$ cat config.mk
export PLATFORM = sky130hd
export DESIGN_NAME = dmem_port_arbiter_flat
export DESIGN_NICKNAME = d
export VERILOG_FILES = /design/src/rtl/dmem_port_arbiter_pkg.sv /design/src/rtl/dmem_port_arbiter_if.sv /design/src/rtl/dmem_port_arbiter.sv /design/src/flat_wrapper.sv
export SDC_FILE = /design/constraint.sdc
export NUM_CORES = 1
export LEC_CHECK = 0
export ABC_AREA = 1
export CAP_MARGIN = 20
export CORE_AREA = 2 2 103 105
export DETAILED_ROUTE_END_ITERATION = 8
export DIE_AREA = 0 0 105 107
export PLACE_DENSITY = 0.6
export SYNTH_ARGS = -nofsm -noshare
export SYNTH_HDL_FRONTEND = slang
export SYNTH_SLANG_ARGS = --single-unit
$ cat constraint.sdc
create_clock -name clock -period 3.42 [get_ports clock]
set_input_delay 0.684 -clock clock [delete_from_list [all_inputs] [get_ports clock]]
set_output_delay 0.684 -clock clock [all_outputs]
set_load 0.01 [all_outputs]
$ cat src/rtl/dmem_port_arbiter_pkg.sv
// Shared definitions for the data-memory port arbiter: pipeline opcodes,
// arbiter FSM encodings and port-owner selector.
package dmem_port_arbiter_pkg;

  localparam logic [4:0] OP_ALU  = 5'd0;
  localparam logic [4:0] OP_J    = 5'd1;
  localparam logic [4:0] OP_BNE  = 5'd2;
  localparam logic [4:0] OP_JAL  = 5'd3;
  localparam logic [4:0] OP_JR   = 5'd4;
  localparam logic [4:0] OP_ADDI = 5'd5;
  localparam logic [4:0] OP_BLT  = 5'd6;
  localparam logic [4:0] OP_SW   = 5'd7;
  localparam logic [4:0] OP_LW   = 5'd8;

  typedef enum logic {
    ARB_S   = 1'b0,
    FORCE_S = 1'b1
  } arb_state_e;

  typedef enum logic [1:0] {
    OWN_NONE = 2'd0,
    OWN_CPU  = 2'd1,
    OWN_PER  = 2'd2
  } owner_e;

  function automatic logic [4:0] insn_opcode(input logic [4:0] insn_hi);
    return insn_hi;
  endfunction

endpackage

$ cat src/rtl/dmem_port_arbiter_if.sv
// Peripheral-master bus into the data-memory arbiter: request/grant handshake
// plus one-cycle-delayed read return.
interface dmem_port_arbiter_if #(
  parameter int AW = 12
) ();
  logic          per_req;
  logic          per_we;
  logic [AW-1:0] per_addr;
  logic [31:0]   per_wdata;
  logic          per_gnt;
  logic          per_rvalid;
  logic [31:0]   per_rdata;

  modport master (
    output per_req, per_we, per_addr, per_wdata,
    input  per_gnt, per_rvalid, per_rdata
  );

  modport slave (
    input  per_req, per_we, per_addr, per_wdata,
    output per_gnt, per_rvalid, per_rdata
  );
endinterface

$ cat src/rtl/dmem_port_arbiter.sv
// Single-port dmem arbiter: CPU XM stage has fixed priority, the peripheral is
// forced in (stalling the pipeline one cycle) after MAX_WAIT consecutive losses.
module dmem_port_arbiter
  import dmem_port_arbiter_pkg::*;
#(
  parameter int AW       = 12,
  parameter int MAX_WAIT = 4
) (
  input  logic          clock,
  input  logic          reset_n,
  input  logic [31:0]   cpu_insn,
  input  logic [AW-1:0] cpu_addr,
  input  logic [31:0]   cpu_wdata,
  output logic [31:0]   cpu_rdata,
  output logic          cpu_stall,
  dmem_port_arbiter_if.slave per,
  output logic [AW-1:0] mem_addr,
  output logic [31:0]   mem_wdata,
  output logic          mem_we,
  input  logic [31:0]   mem_rdata
);

  localparam int              CW        = $clog2(MAX_WAIT + 1);
  localparam logic [CW-1:0]   CNT_MAX   = CW'(MAX_WAIT);
  localparam logic [CW-1:0]   CNT_FORCE = CW'(MAX_WAIT - 1);

  arb_state_e    state_q, state_d;
  logic [CW-1:0] wait_cnt_q, wait_cnt_d;
  logic          rd_pend_q, rd_pend_d;
  owner_e        owner;
  logic [4:0]    opcode;
  logic          cpu_req, cpu_we;
  logic          unused_insn_bits;

  assign opcode           = insn_opcode(cpu_insn[31:27]);
  assign cpu_req          = (opcode == OP_SW) || (opcode == OP_LW);
  assign cpu_we           = (opcode == OP_SW);
  assign unused_insn_bits = ^cpu_insn[26:0];

  always_ff @(posedge clock or negedge reset_n) begin
    if (!reset_n) begin
      state_q    <= ARB_S;
      wait_cnt_q <= '0;
      rd_pend_q  <= 1'b0;
    end else begin
      state_q    <= state_d;
      wait_cnt_q <= wait_cnt_d;
      rd_pend_q  <= rd_pend_d;
    end
  end

  // Only a contended ARB cycle counts as a loss; any grant, an idle
  // peripheral, or the FORCE cycle itself clears the count.
  always_comb begin
    state_d    = ARB_S;
    wait_cnt_d = '0;
    case (state_q)
      ARB_S: begin
        if (cpu_req && per.per_req) begin
          wait_cnt_d = (wait_cnt_q == CNT_MAX) ? wait_cnt_q : wait_cnt_q + CW'(1);
          if (wait_cnt_q == CNT_FORCE) state_d = FORCE_S;
        end
      end
      default: begin
        state_d    = ARB_S;
        wait_cnt_d = '0;
      end
    endcase
  end

  // Reset gates ownership combinationally so nothing is issued while held.
  always_comb begin
    owner     = OWN_NONE;
    cpu_stall = 1'b0;
    if (reset_n) begin
      if (per.per_req && (state_q == FORCE_S || !cpu_req)) begin
        owner     = OWN_PER;
        cpu_stall = cpu_req;
      end else if (cpu_req) begin
        owner = OWN_CPU;
      end
    end

    mem_addr  = cpu_addr;
    mem_wdata = cpu_wdata;
    mem_we    = 1'b0;
    case (owner)
      OWN_CPU: mem_we = cpu_we;
      OWN_PER: begin
        mem_addr  = per.per_addr;
        mem_wdata = per.per_wdata;
        mem_we    = per.per_we;
      end
      default: mem_we = 1'b0;
    endcase

    per.per_gnt = (owner == OWN_PER);
    rd_pend_d   = (owner == OWN_PER) && !per.per_we;
  end

  assign per.per_rvalid = rd_pend_q;
  assign per.per_rdata  = mem_rdata;
  assign cpu_rdata      = mem_rdata;

endmodule
$ cat src/flat_wrapper.sv
// flat-port wrapper written by rule: the top's interface ports become plain ports
module dmem_port_arbiter_flat import dmem_port_arbiter_pkg::*;
#(
  parameter int AW       = 12,
  parameter int MAX_WAIT = 4
)
  (clock, reset_n, cpu_insn, cpu_addr, cpu_wdata, cpu_rdata, cpu_stall, mem_addr, mem_wdata, mem_we, mem_rdata, per_per_req, per_per_we, per_per_addr, per_per_wdata, per_per_gnt, per_per_rvalid, per_per_rdata);
  dmem_port_arbiter_if #(.AW(AW)) per_i ();
  input  logic clock;
  input  logic reset_n;
  input  logic [31:0] cpu_insn;
  input  logic [AW-1:0] cpu_addr;
  input  logic [31:0] cpu_wdata;
  output logic [31:0] cpu_rdata;
  output logic cpu_stall;
  output logic [AW-1:0] mem_addr;
  output logic [31:0] mem_wdata;
  output logic mem_we;
  input  logic [31:0] mem_rdata;
  input wire logic [$bits(per_i.per_req)-1:0] per_per_req;
  input wire logic [$bits(per_i.per_we)-1:0] per_per_we;
  input wire logic [$bits(per_i.per_addr)-1:0] per_per_addr;
  input wire logic [$bits(per_i.per_wdata)-1:0] per_per_wdata;
  output wire logic [$bits(per_i.per_gnt)-1:0] per_per_gnt;
  output wire logic [$bits(per_i.per_rvalid)-1:0] per_per_rvalid;
  output wire logic [$bits(per_i.per_rdata)-1:0] per_per_rdata;
  assign per_i.per_req = per_per_req;
  assign per_i.per_we = per_per_we;
  assign per_i.per_addr = per_per_addr;
  assign per_i.per_wdata = per_per_wdata;
  assign per_per_gnt = per_i.per_gnt;
  assign per_per_rvalid = per_i.per_rvalid;
  assign per_per_rdata = per_i.per_rdata;
  dmem_port_arbiter #(.AW(AW), .MAX_WAIT(MAX_WAIT)) u_core (.clock(clock), .reset_n(reset_n), .cpu_insn(cpu_insn), .cpu_addr(cpu_addr), .cpu_wdata(cpu_wdata), .cpu_rdata(cpu_rdata), .cpu_stall(cpu_stall), .per(per_i), .mem_addr(mem_addr), .mem_wdata(mem_wdata), .mem_we(mem_we), .mem_rdata(mem_rdata));
endmodule
==> out/results.ini, run 1 <==
[outcome]
status=finished with violations
violations=setup timing

[floorplan]
coreArea_sq_um=10090
io_pins=268
die_h_microns=107
num_rows=37
die_area_sq_um=11240
initial_utilization_pct=14.28
die_w_microns=105

[worst_setup_path]
slowest_delay_ns=0.52
r2r-end=u_core.per.per_rvalid
crit_required_ns=2.74
end_kind=output pin
critPathSlowestCell=clkdlybuf4s50_1
r2r_setup_slack_ns=2.17
critPathLaunchType=input pin
crit_family=buffers and inverters
r2r_start=u_core.state_q
worstPathMaxFanout=14
path_common_cell=nand2_1
cp_num_buf_inv=3
worst_r2r_path_depth=8
worstPathArrival_ns=2.76
crit_type=in -> out
crit_chain=clkdlybuf4s50_1, nor2_2, nand2_2, nand2_4, nand2_2, nand2_1, nor2_2, ha_4, buf_4, nand2_1, nand2_1, clkdlybuf4s50_1

[cts]
cts_buffers=3
clk_path_buf_depth=2
root_buffer=clkbuf_8
cts_tree=built
ctsHtreeMaxLevel=1
clkTransAtPathRegs_ns=0.04
clk_latency_ns=0.22
clock-sinks=5
hold_buffers=0

[routing]
wl_per_cell_microns=9.969
vias=1730
drc=0
drt-total-wl_microns=4785
drtIter0Drc=77
postRouteAntennaNets=0
routed_via_density=3.604
firstDrtPassIters=4

[sta]
report.final.slew_viol_count=0
max_slew_margin_pct=86.13
finalCritPeriodShare_pct=100.7
min_period_ns=3.442
worst_pin_slew_ns=0.2023
setup_tns_ns=-0.02237
clock-skew-final_ns=0.0008304
rsz0062_at_grt=yes
finalSetupViolCount=1
max_freq_mhz=290.5
final_hold_viol_count=0
worst_slack_ns=-0.02237
whs_ns=0.5620

[placement]
place.gp.congestion=0.6867
dp_slack_ns=-0.1594
post-dp-hpwl_microns=4072
io_buffers=144
place_area_sq_um=2633

[global_routing]
grt_first_pass_wirelength_microns=7320
antenna_found_initial=0
grt_pass1_vias=1673
grt_remaining_overflow=0
grt_max_degree=31
globalRouteTotalUtil_pct=7.788

[finish]
final_cell_mix=nand2_1, clkdlybuf4s50_1, dlygate4sd2_1
area_growth_pct=88.02
finalInstanceArea_sq_um=2710
final_common_cell=nand2_1
n_fill_cell=1135
drive_above_1_share_pct=9.302
n_antenna_cell=0
final_nets=506

[logic_synthesis]
ys_types=20
synth_area_sq_um=1441
synth_warnings=0
seq_area_frac_synth_pct=8.681
synth_nets=416
synth_cells=255
synth_area_per_cell_sq_um=5.652
ys_ff_latch=5

[pwr]
power_mw=0.4675
swShare_pct=30.41
seq_power_share_pct=12.9
p_int_mw=0.3253
p_comb_share_pct=63.4
switching_power_mw=0.1422
ir_drop_v=0.0001451
power.leakage_nw=1.436
clkPwrFrac_pct=23.7
powerDensity_nw_per_um2=172.5

[run]
cap_violations=0

[min_path]
hold_path_depth=3
hold_path_end=u_core.wait_cnt_q[2]
min_path_type=reg -> reg
min_from=u_core.state_q

per-stage QoR:
step	std cells	utilization, %
global route	480	26.85
global placement	474	26.08
detailed placement	474	26.08
finish	480	26.85
floorplan	255	-
CTS	479	26.37
state kept, by name (all words and copies together), names as in the netlist:
signal,flops
u_core.wait_cnt_q,3
u_core.per.per_rvalid,1
u_core.state_q,1
worst max-delay path by stage:
| stage | from | endpoint | cells after the start |
|---|---|---|---|
| after floorplan | cpu_insn[29] | mem_wdata[22] | 13 |
| after CTS | cpu_insn[29] | mem_wdata[0] | 14 |
| after global routing | cpu_insn[27] | mem_wdata[31] | 14 |
| after detailed placement | cpu_insn[29] | mem_wdata[8] | 14 |
| final | cpu_insn[30] | mem_wdata[31] | 12 |
| after global placement | cpu_insn[29] | mem_wdata[3] | 14 |
area by class of cell:
class | instances | area (sq um) | share of cell area, %
timing repair buffer | 158 | 1577 | 58.17
tap | 136 | 170.2 | 6.279
inverter | 9 | 36.28 | 1.339
sequential | 5 | 125.1 | 4.617
multi-input combinational | 168 | 757.0 | 27.93
clock buffer | 4 | 45.04 | 1.662
synth_stat cells, drive strengths merged:
cell   number  share of area [%]
nand3       4                2.6
and2        1               0.43
xor2        1               0.61
a21oi       1               0.35
o21ai       1               0.61
nor2       12                4.0
inv         9                2.5
mux2i       1               0.69
ha          5                4.3
dfrtp       5                8.7
nand2     142                 38
buf        73                 37
power groups by stage:
| stage | Clock (mW) | Sequential [mW] | Combinational, mW |
|---|---|---|---|
| final | 0.111 | 0.0605 | 0.296 |
| after global placement | 0 | 0.0612 | 0.320 |
| after global routing | 0.119 | 0.0606 | 0.323 |
| after floorplan | 0 | 0.0615 | 0.173 |
| after detailed placement | 0 | 0.0612 | 0.322 |
| after CTS | 0.113 | 0.0606 | 0.304 |
kinds of logic (layout without fill, tap and decap cells):
logic type | count (synthesis) | after routing | share of synthesized area (%)
buf+inv | 82 | 171 | 39.84
simple gates | 159 | 159 | 44.88
xor+xnor | 1 | 1 | 0.6077
mux | 1 | 1 | 0.6945
fa+ha+maj | 5 | 5 | 4.340
compound gates | 2 | 2 | 0.9546
flops | 5 | 5 | 8.681
tightest hold or removal path: stages (launching register included):
cell and delay (ns):
dfrtp_1 0.33, inv_2 0.06, nand3_4 0.10, nor2_2 0.03
layer usage:
layer	vias up	share of wire [%]	GRT usage, %
li1	872	-	-
met1	720	34	7.245
met2	109	49	14.38
met3	29	13	3.647
met4	0	3.6	3.714
met5	-	0	0
what timing repair did:
item	in CTS	in global routing
gates resized for setup	32	16
pin swaps	0	1
gates cloned	0	0
setup endpoints to repair	46	17
setup buffers	1	1
endpoints found under the hold margin	0	0
Note: power is estimated with default switching activity, not from simulation.
==> inputs of run 2 (changes only) <==
--- a/config.mk
+++ b/config.mk
@@ -7,10 +7,11 @@
 export LEC_CHECK = 0
 export ABC_AREA = 1
 export CAP_MARGIN = 20
-export CORE_AREA = 2 2 103 105
+export CORE_AREA = 3 3 104 106
 export DETAILED_ROUTE_END_ITERATION = 8
-export DIE_AREA = 0 0 105 107
-export PLACE_DENSITY = 0.6
+export DIE_AREA = 0 0 107 109
+export DONT_BUFFER_PORTS = 1
+export PLACE_DENSITY = 0.3
 export SYNTH_ARGS = -nofsm -noshare
 export SYNTH_HDL_FRONTEND = slang
 export SYNTH_SLANG_ARGS = --single-unit
==> constraint.sdc (replaced) <==
create_clock -name clock -period 3.8 [get_ports clock]
set_input_delay 0.76 -clock clock [delete_from_list [all_inputs] [get_ports clock]]
set_output_delay 0.76 -clock clock [all_outputs]
set_load 0.01 [all_outputs]
==> out/results.ini, run 2 (same netlist as run 1, synthesis figures left out) <==
[sta]
max_slew_margin_pct=69.94
min_period_ns=2.936
final_hold_viol_count=0
report.final.slew_viol_count=0
worst_pin_slew_ns=0.4508
clock-skew-final_ns=0.002702
rsz0062_at_grt=no
finalSetupViolCount=0
max_freq_mhz=340.6
setup_tns_ns=0
finalCritPeriodShare_pct=77.27

[placement]
place.gp.congestion=0.7173
io_buffers=0
post-dp-hpwl_microns=3241

[finish]
final_cell_mix=nand2_1, inv_1, nor2_1
drive_above_1_share_pct=10.11
final_nets=350
largest_reg_flops=3
top_register=u_core.wait_cnt_q
utilization_pct=11.48
final_common_cell=nand2_1
n_antenna_cell=0
area_growth_pct=-21.44

[cts]
cts_resized=0
clock-sinks=5
cts_buffers=3
hold_buffers=0
root_buffer=clkbuf_8
clk_latency_ns=0.22
cts_tree=built
ctsHtreeMaxLevel=1
clk_path_buf_depth=2
clkTransAtPathRegs_ns=0.04
postCtsSetupBuffers=0

[worst_setup_path]
crit_required_ns=3.04
critPathLaunchType=input pin
crit_type=in -> out
worstPathArrival_ns=2.18
worstPathMaxFanout=22
end_kind=output pin

[floorplan]
coreArea_sq_um=9864
die_w_microns=107
initial_utilization_pct=14.61
num_rows=36
die_h_microns=109
die_area_sq_um=11660
io_pins=268

[global_routing]
grt_max_degree=46
antenna_found_initial=0
grt_first_pass_wirelength_microns=4912
grt_pass1_vias=951
globalRouteTotalUtil_pct=5.513
grt_remaining_overflow=0

[outcome]
status=complete, no violations

[routing]
postRouteAntennaNets=0
routed_via_density=3.579
wl_per_cell_microns=12.08
firstDrtPassIters=5
vias=1149
drtIter0Drc=49
drt-total-wl_microns=3879
drc=0

[pwr]
power.leakage_nw=0.6098
powerDensity_nw_per_um2=224.9
power_mw=0.2547
ir_drop_v=0.0001736

[min_path]
min_path_type=in -> async

[run]
cap_violations=0

run 2: cell count changes in the layout (fill, tap and decap cells not counted):
| cell | before | now |
|---|---|---|
| ha_4 | 1 | 0 |
| buf_12 | 2 | 0 |
| clkdlybuf4s50_1 | 100 | 0 |
| dlymetal6s2s_1 | 14 | 0 |
| buf_8 | 1 | 0 |
| nor2_1 | 6 | 7 |
| buf_4 | 11 | 2 |
| dlygate4sd2_1 | 30 | 0 |
| ha_2 | 0 | 1 |
| nor2_2 | 6 | 5 |
run 2: per-stage QoR:
stage / hold WS, ns / std cells / cell area (sq um) / setup WS [ns]
5_1_grt: 0.2189 / 321 / 1132 / 0.6964
4_1_cts: 0.2223 / 321 / 1132 / 0.7834
3_3_place_gp: 0.4646 / 317 / 1087 / 0.8149
3_5_place_dp: 0.4646 / 317 / 1087 / 0.7843
6_report: 0.2293 / 321 / 1132 / 0.8637
2_1_floorplan: 0.4644 / 255 / 1441 / 1.054
run 2: worst max-delay path, cell delays in order:
cell	delay, ns
nand2_1	0.06
nor2_2	0.05
nand2_2	0.07
nand2_4	0.07
nand2_2	0.08
nand2_1	0.07
nor2_1	0.10
ha_2	0.22
buf_4	0.27
nand2_1	0.14
a21oi_1	0.29
run 2: final cells by class:
type | count | area, sq um
well taps | 133 | 166.4
inverters | 9 | 36.28
multi-input cells | 168 | 744.5
clock buffers | 4 | 45.04
repair buffers | 2 | 15.01
flip-flops and latches | 5 | 125.1
fillers | 1179 | 8732
run 2: path summary, 6_finish.rpt:
kind,endpoint,slack (ns),startpoint,depth (start not counted)
min in group clock,u_core.state_q,0.55,u_core.state_q,3
min,u_core.wait_cnt_q[0],0.23,reset_n,0
max in group asynchronous,u_core.wait_cnt_q[2],3.50,reset_n,0
min reg2reg,u_core.state_q,0.55,u_core.state_q,3
max,mem_we,0.86,cpu_insn[29],11
max reg2reg,u_core.per.per_rvalid,2.38,u_core.state_q,7
run 2: report_power, final:
| part | switching [mW] | internal (mW) |
|---|---|---|
| sequential | 0.000577 | 0.0542 |
| combinational | 0.0738 | 0.0238 |
| clock | 0.0300 | 0.0724 |
run 2: layer usage:
metal  wire [microns]  part of all wire [%]  vias up  track usage, %
met1             1296                    33      449           5.991
met3              508                    13       31           1.599
met2             1780                    46      109           8.678
met4              294                   7.6        0           5.023
met5                0                     0        -               0
li1                 -                     -      560               -
